<file path="src/rtl/regfile_wb_scheduler.sv">
// Round-robin arbiter sharing the register-file write port between writeback units,
// with a registered write stage and a pending-write scoreboard for issue hazard stalls.
module regfile_wb_scheduler #(
    parameter int XLEN  = 32,
    parameter int N_REQ = 3
) (
    input  logic                  clk,
    input  logic                  reset,
    input  logic [N_REQ-1:0]      req_valid,
    input  logic [N_REQ*5-1:0]    req_rd,
    input  logic [N_REQ*XLEN-1:0] req_data,
    output logic [N_REQ-1:0]      req_ready,
    input  logic                  iss_valid,
    input  logic [4:0]            iss_rd,
    input  logic [4:0]            iss_rs1,
    input  logic [4:0]            iss_rs2,
    output logic                  iss_stall,
    output logic                  rf_we,
    output logic [4:0]            rf_waddr,
    output logic [XLEN-1:0]       rf_wdata,
    output logic [31:0]           busy_vec
);

    localparam int PW = (N_REQ > 1) ? $clog2(N_REQ) : 1;

    logic [PW-1:0]   ptr;
    logic [PW-1:0]   ptr_next;
    logic [PW-1:0]   cand;
    logic [PW-1:0]   grant_idx;
    logic            grant_any;
    logic [4:0]      grant_rd;
    logic [XLEN-1:0] grant_data;
    logic [31:0]     busy_next;
    logic            iss_fire;

    // Rotating priority search starting at ptr; first valid requester wins.
    always_comb begin
        grant_any = 1'b0;
        grant_idx = '0;
        cand      = '0;
        for (int k = 0; k < N_REQ; k++) begin
            cand = PW'((int'(ptr) + k) % N_REQ);
            if (!grant_any && req_valid[cand]) begin
                grant_any = 1'b1;
                grant_idx = cand;
            end
        end
    end

    always_comb begin
        req_ready  = '0;
        grant_rd   = '0;
        grant_data = '0;
        for (int i = 0; i < N_REQ; i++) begin
            if (grant_idx == PW'(i)) begin
                grant_rd   = req_rd[i*5 +: 5];
                grant_data = req_data[i*XLEN +: XLEN];
                req_ready[i] = grant_any && !reset;
            end
        end
    end

    always_comb begin
        ptr_next = ptr;
        if (grant_any) begin
            ptr_next = (grant_idx == PW'(N_REQ - 1)) ? '0 : grant_idx + PW'(1);
        end
    end

    always_comb begin
        iss_stall = 1'b0;
        if (!reset) begin
            iss_stall = ((iss_rs1 != 5'd0) && busy_vec[iss_rs1]) ||
                        ((iss_rs2 != 5'd0) && busy_vec[iss_rs2]) ||
                        ((iss_rd  != 5'd0) && busy_vec[iss_rd]);
        end
    end

    assign iss_fire = iss_valid && !iss_stall && (iss_rd != 5'd0);

    // Clear on commit first so a same-edge set of the same register wins.
    always_comb begin
        busy_next = busy_vec;
        if (rf_we) begin
            busy_next[rf_waddr] = 1'b0;
        end
        if (iss_fire) begin
            busy_next[iss_rd] = 1'b1;
        end
        busy_next[0] = 1'b0;
    end

    always_ff @(posedge clk or posedge reset) begin
        if (reset) begin
            ptr      <= '0;
            rf_we    <= 1'b0;
            rf_waddr <= '0;
            rf_wdata <= '0;
            busy_vec <= '0;
        end else begin
            ptr      <= ptr_next;
            busy_vec <= busy_next;
            rf_we    <= grant_any && (grant_rd != 5'd0);
            if (grant_any) begin
                rf_waddr <= grant_rd;
                rf_wdata <= grant_data;
            end
        end
    end

endmodule

</file>
<file path="config.mk">
export PLATFORM = sky130hd
export DESIGN_NAME = regfile_wb_scheduler
export DESIGN_NICKNAME = d
export VERILOG_FILES = /design/src/rtl/regfile_wb_scheduler.sv
export SDC_FILE = /design/constraint.sdc
export NUM_CORES = 1
export LEC_CHECK = 0
export BUFFER_PORTS_ARGS = -buffer_cell sky130_fd_sc_hd__clkbuf_2
export CAP_MARGIN = 20
export CORE_MARGIN = 5
export CORE_UTILIZATION = 27
export DETAILED_ROUTE_END_ITERATION = 12
export HOLD_SLACK_MARGIN = 0.05
export PLACE_DENSITY_LB_ADDON = 0.1
export SYNTH_ARGS = -nofsm -noshare
export SYNTH_HDL_FRONTEND = slang
export SYNTH_SLANG_ARGS = --single-unit
</file>
<file path="constraint.sdc">
create_clock -name clk -period 3.2 [get_ports clk]
set_input_delay 0.16 -clock clk [delete_from_list [all_inputs] [get_ports clk]]
set_output_delay 0.16 -clock clk [all_outputs]
set_load 0.005 [all_outputs]
</file>
[Word-level counts from Yosys, hierarchy flattened]
Index checks and enable logic that the tools add are counted.
Storage, ports and cells
  register bits: 71
  input bits: 132
  output and inout bits: 74
Operators by class
  $add $sub $neg: 3
  div/mod/pow operators: 3
  magnitude comparators: 9
  equality and inequality tests: 2
  mux-type cells: 35
  bitwise gates (word level): 3
  reductions and logical operators: 22
Operators with widths (count)
  $mux W32: 5
  $mod A32 B3 Y32 const B: 2
  $and A32 B32 Y32: 1
  $mod A3 B3 Y32 const B: 1
  $not A32 Y32: 1
  $or A32 B32 Y32: 1
  $lt A5 B6 Y1 const B: 4
  $reduce_bool A5 Y1: 4
  $bmux W1 S5: 3
  $mux W1: 15
  $mux W5: 3
  $logic_and A1 B1 Y1: 11
  $demux W1 S5: 2
  $ge A5 B1 Y1 const B: 2
  $lt A2 B3 Y1 const B: 3
  $mux W2: 4
  $bmux W1 S2: 3
  $logic_not A1 Y1: 4
  $add A2 B1 Y3 const B: 1
  $add A2 B2 Y3 const B: 1
  $add A2 B1 Y2 const B: 1
  $eq A2 B1 Y1 const B: 1
  $eq A2 B2 Y1 const B: 1
  $logic_not A2 Y1: 1
  $logic_or A1 B1 Y1: 2

[Logic depth before layout (Yosys ltp)]
Gate-level depths: netlist of the first run.
  word-level depth: 16
  depth in mapped cells: 11
  depth with buffers taken out: 8

[Least setup slack after synthesis of the first run]
OpenSTA, ideal clock, no wires.
  path type: register to register
  start point: reg ptr[0]
  end point: reg rf_waddr[1]
  setup time: 0.095 ns
  data arrival time: 2.361 ns
  data required time: 3.105 ns
  path slack: 0.744 ns
  stages on the path, launching flop included: 11
  path buffers: 2
  clock period less this slack: 2.456 ns
  cell sequence: dfrtp_1 inv_1 ha_1 mux2i_1 o2111ai_1 a21oi_1 or2_2 clkbuf_1 clkbuf_1 nor2_1 o31ai_1
Between the ends
  word-level cells in the longest chain between the ends: 14
  elaborated cells on any way between the ends: 27
  those cells by class: 2 x add/sub; 3 x div; 2 x eq/ne; 15 x mux; 5 x reduce/logical
RTL lines
  start, declared: RTL line 26  | logic [PW-1:0] ptr;
  start signal, assigned: RTL line 101  | ptr <= ptr_next;
  branches (longest 14 deep; another with $mod A32 B3 Y32)
  end signal, assigned: RTL line 105  | rf_waddr <= grant_rd;
  end, declared: RTL line 19  | output logic [4:0] rf_waddr,
Several ways; the timed one is not identified. The select of a mux whose other input is x is not followed.
A chain may end at the register's enable or synchronous reset.

[Worst setup path in the final report of the first run]
  start point: reg ptr[0]
  end point: out req_ready[2]
Between the ends
  word-level cells in the longest chain between the ends: 12
  elaborated cells on any way between the ends: 24
  those cells by class: 2 x add/sub; 3 x div; 1 x eq/ne; 13 x mux; 5 x reduce/logical
RTL lines
  branches (longest 11 deep; another with $mod A32 B3 Y32)
  $mux W1 *: RTL line 55  | if (grant_idx == PW'(i)) begin
  end, declared: RTL line 12  | output logic [N_REQ-1:0] req_ready,
Every way passes the cells marked *. The select of a mux whose other input is x is not followed.

==> results.py, run 1 <==
metrics = {
    "status": {
        "status": "completed",
    },
    "clock_tree": {
        "root_buffer": "clkbuf_16",
        "cts.clk_slew.worst_paths_ps": 60,
        "ctsHtreeMaxLevel": 3,
        "clock_path_buffers": 2,
        "cts_buffers": 9,
        "cts_tree": "yes",
        "clock_sinks": 71,
        "post-cts-setup-buffers": 0,
        "clock_latency_ps": 340,
    },
    "placed_design": {
        "place_ws_ps": 243,
        "port_buffers": 204,
        "gp_congestion": 0.822,
        "dp_hpwl_um": 13900,
        "dp.cells": 908,
    },
    "setup_path": {
        "start_kind": "register",
        "cp.arrival_ps": 2750,
        "cp_max_fo": 39,
        "cp.required_ps": 3040,
        "crit_path_end_kind": "output pin",
        "critPathKind": "reg -> out",
    },
    "floorplan": {
        "dieArea_sq_um": 20400,
        "die_x_um": 143,
        "io_pins": 206,
        "initial_core_util_pct": 27.5,
        "die_y_um": 143,
        "coreArea_sq_um": 17300,
        "rows": 48,
    },
    "layout": {
        "area_delta_synth_final_pct": 31.6,
        "fin_nets": 831,
        "fillers": 1823,
        "layout-drive-gt1-share_pct": 37.9,
        "seqCellArea_sq_um": 1780,
        "multi_input_area_sq_um": 2780,
        "antenna_cells": 0,
        "fin_cells": 925,
    },
    "timing": {
        "setup_tns_ps": 0,
        "finalClockSkew_ps": 8.24,
        "hold_viol_final": 0,
        "hold_ws_ps": 77.6,
        "slew_viol_final": 0,
        "worst_slack_ps": 289,
        "min_period_over_period_pct": 91.0,
        "slew_headroom_pct": 61.6,
        "tightest_slew_ps": 570,
        "rsz0062_at_grt": "false",
        "setup_violations": 0,
        "post-route-min-period_ps": 2910,
        "fmax_mhz": 343,
    },
    "synthesis": {
        "avgSynthCellArea_sq_um": 9.22,
        "synth_fp_nets": 652,
        "yosysTopAreaCell": "dfrtp_1",
        "ys_types": 45,
        "ys_async_sr_fraction_pct": 100,
        "synth_top_area_share_pct": 37.3,
        "synth_edf_count": 0,
        "ys_ff_latch": 71,
        "syn-instance-count": 516,
        "ys.warnings.count": 0,
        "ys.flop_type": "dfrtp_1",
        "synth_area_leaders": "dfrtp_1 (37%), o31ai_1 (9.0%), mux4_2 (7.6%)",
        "synthesis.area_sq_um": 4760,
        "synth-seq-area-share_pct": 37.3,
    },
    "detailed_routing": {
        "first_pass_iters": 5,
        "avgViaCountPerCell": 5.38,
        "via_count": 4975,
        "drt_wl_total_um": 18300,
        "drt_iter0_drc": 368,
        "remaining_drc_errors": 0,
        "wire_per_inst_um": 19.7,
        "ant_nets": 0,
    },
    "global_routing": {
        "grt_pass1_vias": 5162,
        "antenna_found_initial": 0,
        "grt_max_degree": 82,
        "grt_pass1_wl_um": 28400,
        "grt.total_usage_pct": 17.7,
        "grt_overflow_total": 0,
    },
    "pwr": {
        "power_density_nw_per_um2": 1050,
        "ir_worst_vdd_uv": 374,
        "p_leak_nw": 2.85,
    },
    "job": {
        "maxCapViolCount": 0,
    },
    "hold_path": {
        "hold_class": "in -> reg",
    },
}
==> metal layers <==
metal  track usage, %  up-vias  wire length (um)
li1                 -     2338                 -
met1             22.4     2384              7600
met2             29.3      223              8780
met3             4.59       30              1470
met4             6.30        0               411
met5                0        -                 0
==> critical path: stages, from the launching register on <==
cell      delay, ps
dfrtp_1         410
inv_1            90
ha_1            260
mux2i_1         370
o21ai_0         210
o21a_1          290
or2_4           430
nor3_1          200
clkbuf_2        140
==> where the power goes <==
group | internal, mW | switching, mW
combinational | 1.57 | 2.07
sequential | 1.40 | 0.551
clock | 0.549 | 0.416
==> placed cells by master (no fill, tap or decap), types with 3 or more instances in the layout <==
| master | instances |
|---|---|
| a211oi_1 | 34 |
| a21oi_1 | 5 |
| a31oi_1 | 4 |
| and3_1 | 36 |
| buf_4 | 7 |
| clkbuf_16 | 9 |
| clkbuf_2 | 204 |
| clkinv_4 | 3 |
| dfrtp_1 | 71 |
| ha_1 | 4 |
| inv_1 | 8 |
| mux2_2 | 6 |
| mux2i_1 | 18 |
| mux4_2 | 16 |
| nand2_1 | 49 |
| nand3_1 | 6 |
| nand3b_1 | 13 |
| nor2_1 | 40 |
| nor3_1 | 5 |
| nor3b_1 | 4 |
| o211ai_1 | 4 |
| o21ai_0 | 44 |
| o221ai_1 | 5 |
| o31ai_1 | 57 |
| or3_1 | 5 |
| or3b_2 | 5 |
==> path summary, 6_finish.rpt <==
check | start | to | slack (ps) | cells past startpoint
max | ptr[0] | req_ready[2] | 290 | 8
min | req_data[57] | rf_wdata[25] | 80 | 3
max reg2reg | ptr[0] | rf_we | 490 | 8
min reg2reg | rf_wdata[18] | rf_wdata[18] | 480 | 2
max in group asynchronous | reset | busy_vec[18] | 1910 | 4
min in group asynchronous | reset | rf_wdata[24] | 540 | 3
==> per-stage QoR <==
| step | power, mW | instance area [sq um] | util, % |
|---|---|---|---|
| floorplan | 4.18 | 4760 | - |
| global placement | 5.59 | 5960 | 34.5 |
| detailed placement | 5.66 | 5960 | 34.5 |
| CTS | 6.63 | 6260 | 36.2 |
| global route | 7.14 | 6260 | 36.2 |
| finish | 6.56 | 6260 | 36.2 |
==> flip-flops by register name, indices dropped and copies added, names as in the netlist <==
| name | flops |
|---|---|
| rf_wdata | 32 |
| busy_vec | 31 |
| rf_we | 1 |
| rf_waddr | 5 |
| ptr | 2 |
==> cells by family (layout without fill, tap and decap cells) <==
logic type                 after synthesis  after routing  synth area share (%)
buffers and inverters                   54            238                  4.60
AOI/OAI and AO/OA                      171            171                  25.2
other                                    1              1                0.0788
muxes                                   40             40                  12.8
DFF                                     71             71                  37.3
and+or+nand+nor                        175            175                  18.9
adders and majority gates                4              4                  1.05
==> cell type report <==
type,count,share of cell area (%)
clock buffer,10,3.82
multi-input combinational,391,44.4
inverter,9,0.540
clock inverter,6,0.740
sequential,71,28.4
tap,225,4.50
timing repair buffer,213,17.6
==> synth_stat cells, types with 4 or more instances <==
cell type / number
or3b_2: 5
o21ai_0: 44
a21oi_1: 5
mux2i_1: 18
clkbuf_1: 35
mux4_2: 16
nor2_1: 41
nor3b_1: 4
o31ai_1: 57
nand3b_1: 13
ha_1: 4
nand2_1: 49
o221ai_1: 6
nand3_1: 6
a211oi_1: 34
and3_1: 36
inv_1: 9
o211ai_1: 4
buf_2: 7
nor3_1: 6
mux2_2: 6
a31oi_1: 4
or3_1: 5
dfrtp_1: 71
==> repair_timing <==
item	4_1_cts	5_1_grt
hold endpoints to repair	20	0
gates resized for setup	0	1
hold buffers	1	0
setup endpoints to repair	0	1
Note: power is estimated with default switching activity, not from simulation.
==> inputs of run 2 (changes only) <==
--- a/config.mk
+++ b/config.mk
@@ -7,6 +7,8 @@
 export LEC_CHECK = 0
 export BUFFER_PORTS_ARGS = -buffer_cell sky130_fd_sc_hd__clkbuf_2
 export CAP_MARGIN = 20
+export CELL_PAD_IN_SITES_DETAIL_PLACEMENT = 2
+export CELL_PAD_IN_SITES_GLOBAL_PLACEMENT = 2
 export CORE_MARGIN = 5
 export CORE_UTILIZATION = 27
 export DETAILED_ROUTE_END_ITERATION = 12
==> results.py, run 2 (same netlist as run 1, synthesis figures left out) <==
metrics = {
    "detailed_routing": {
        "via_count": 5134,
        "avgViaCountPerCell": 5.54,
        "wire_per_inst_um": 23.0,
        "remaining_drc_errors": 0,
        "drt_iter0_drc": 210,
        "ant_nets": 0,
        "drt_wl_total_um": 21400,
        "first_pass_iters": 4,
    },
    "timing": {
        "worst_slack_ps": 334,
        "setup_tns_ps": 0,
        "post-route-min-period_ps": 2870,
        "tightest_slew_ps": 675,
        "setup_violations": 0,
        "finalClockSkew_ps": 8.04,
        "rsz0062_at_grt": "false",
        "min_period_over_period_pct": 89.6,
        "hold_viol_final": 0,
        "fmax_mhz": 349,
        "slew_viol_final": 0,
        "slew_headroom_pct": 55.0,
    },
    "global_routing": {
        "grt_overflow_total": 0,
        "grt.total_usage_pct": 21.1,
        "antenna_found_initial": 2,
        "grt_pass1_wl_um": 33500,
        "grt_pass1_vias": 5720,
        "grt_max_degree": 68,
    },
    "setup_path": {
        "cp.arrival_ps": 2710,
        "start_kind": "register",
        "critPathKind": "reg -> out",
        "cp_max_fo": 12,
        "crit_path_end_kind": "output pin",
        "cp.required_ps": 3040,
        "rr_startpoint": "ptr[0]",
        "worstSetupStartpoint": "ptr[0]",
    },
    "clock_tree": {
        "cts_resized": 0,
        "clock_sinks": 71,
        "cts.clk_slew.worst_paths_ps": 60,
        "clock_path_buffers": 2,
        "ctsHoldBuffers": 0,
        "ctsHtreeMaxLevel": 3,
        "post-cts-setup-buffers": 0,
        "clock_latency_ps": 350,
        "root_buffer": "clkbuf_16",
        "cts_buffers": 9,
        "cts_tree": "yes",
    },
    "hold_path": {
        "hold_class": "in -> async",
    },
    "layout": {
        "fillers": 1983,
        "fin_area_sq_um": 6330,
        "antenna_cells": 0,
        "multi_input_area_sq_um": 2780,
        "largest_register_ffs": 32,
        "fin_nets": 834,
        "fin_cells": 927,
        "area_delta_synth_final_pct": 33.0,
        "largest-register": "rf_wdata",
        "top_regs": "rf_wdata (32), busy_vec (31), rf_waddr (5)",
        "layout_commonest_cell": "clkbuf_2",
        "seqCellArea_sq_um": 1780,
        "final_util_pct": 36.6,
        "layout-drive-gt1-share_pct": 38.0,
        "layout_common_cells": "clkbuf_2 (204), dfrtp_1 (71), o31ai_1 (57)",
    },
    "floorplan": {
        "dieArea_sq_um": 20400,
        "initial_core_util_pct": 27.5,
        "die_x_um": 143,
        "rows": 48,
        "io_pins": 206,
        "coreArea_sq_um": 17300,
        "die_y_um": 143,
    },
    "placed_design": {
        "dp.cells": 912,
        "dp_hpwl_um": 16500,
        "port_buffers": 204,
        "place_ws_ps": 497,
        "gp_congestion": 0.831,
        "dpl_cell_area_sq_um": 6020,
    },
    "pwr": {
        "power_switching_mw": 3.25,
        "p_clk_share_pct": 15.7,
        "p_comb_share_pct": 56.1,
        "power_density_nw_per_um2": 1100,
        "ir_worst_vdd_uv": 541,
        "swShare_pct": 46.5,
        "power_frac_seq_pct": 28.2,
        "p_leak_nw": 2.88,
        "p_int_mw": 3.74,
    },
    "job": {
        "maxCapViolCount": 0,
    },
    "status": {
        "status": "completed",
    },
}
==> run 2: cell type report <==
| class | instances | area share (%) |
|---|---|---|
| inverters | 9 | 0.534 |
| repair buffers | 216 | 18.1 |
| clock inverters | 5 | 1.32 |
| multi-input cells | 391 | 43.9 |
| clock buffers | 10 | 3.62 |
| well taps | 225 | 4.45 |
| flip-flops and latches | 71 | 28.1 |
==> run 2: power by group through the flow <==
| stage | combinational [mW] | sequential, mW | clock, mW |
|---|---|---|---|
| 2_1_floorplan | 2.40 | 1.78 | 0 |
| 3_3_place_gp | 3.86 | 1.95 | 0 |
| 3_5_place_dp | 4.00 | 1.98 | 0 |
| 4_1_cts | 4.02 | 1.97 | 1.11 |
| 5_1_grt | 4.38 | 2.06 | 1.16 |
| 6_report | 3.92 | 1.97 | 1.10 |
==> run 2: metal layers <==
layer	part of all wire, %	global-route usage, %	vias to the layer above
met5	0.11	0	-
met4	2.0	6.45	4
met3	6.7	5.32	32
met2	50	37.1	169
met1	41	25.4	2586
li1	-	-	2343
==> run 2: path summary, 6_finish.rpt <==
kind                            slack, ps  cells past startpoint      endpoint
worst min-delay path                   80                      2  busy_vec[26]
worst max-delay path                  330                      8  req_ready[2]
worst min register to register        480                      2  rf_wdata[13]
max in group asynchronous            2270                      3  busy_vec[21]
min in group clk                       80                      3  rf_wdata[25]
worst max register to register        500                      8         rf_we
==> run 2: worst max-delay path: stages, from the launching register on <==
cell	delay [ps]
dfrtp_1	410
inv_1	90
ha_1	280
mux2i_1	350
o21ai_0	180
o21a_1	280
or2_2	440
nor3_1	170
clkbuf_2	150
==> run 2: metrics by stage <==
stage,hold WS (ps),power [mW]
finish,75.3,6.98
global placement,417,5.81
CTS,68.0,7.11
detailed placement,435,5.98
global route,81.7,7.59
floorplan,317,4.18
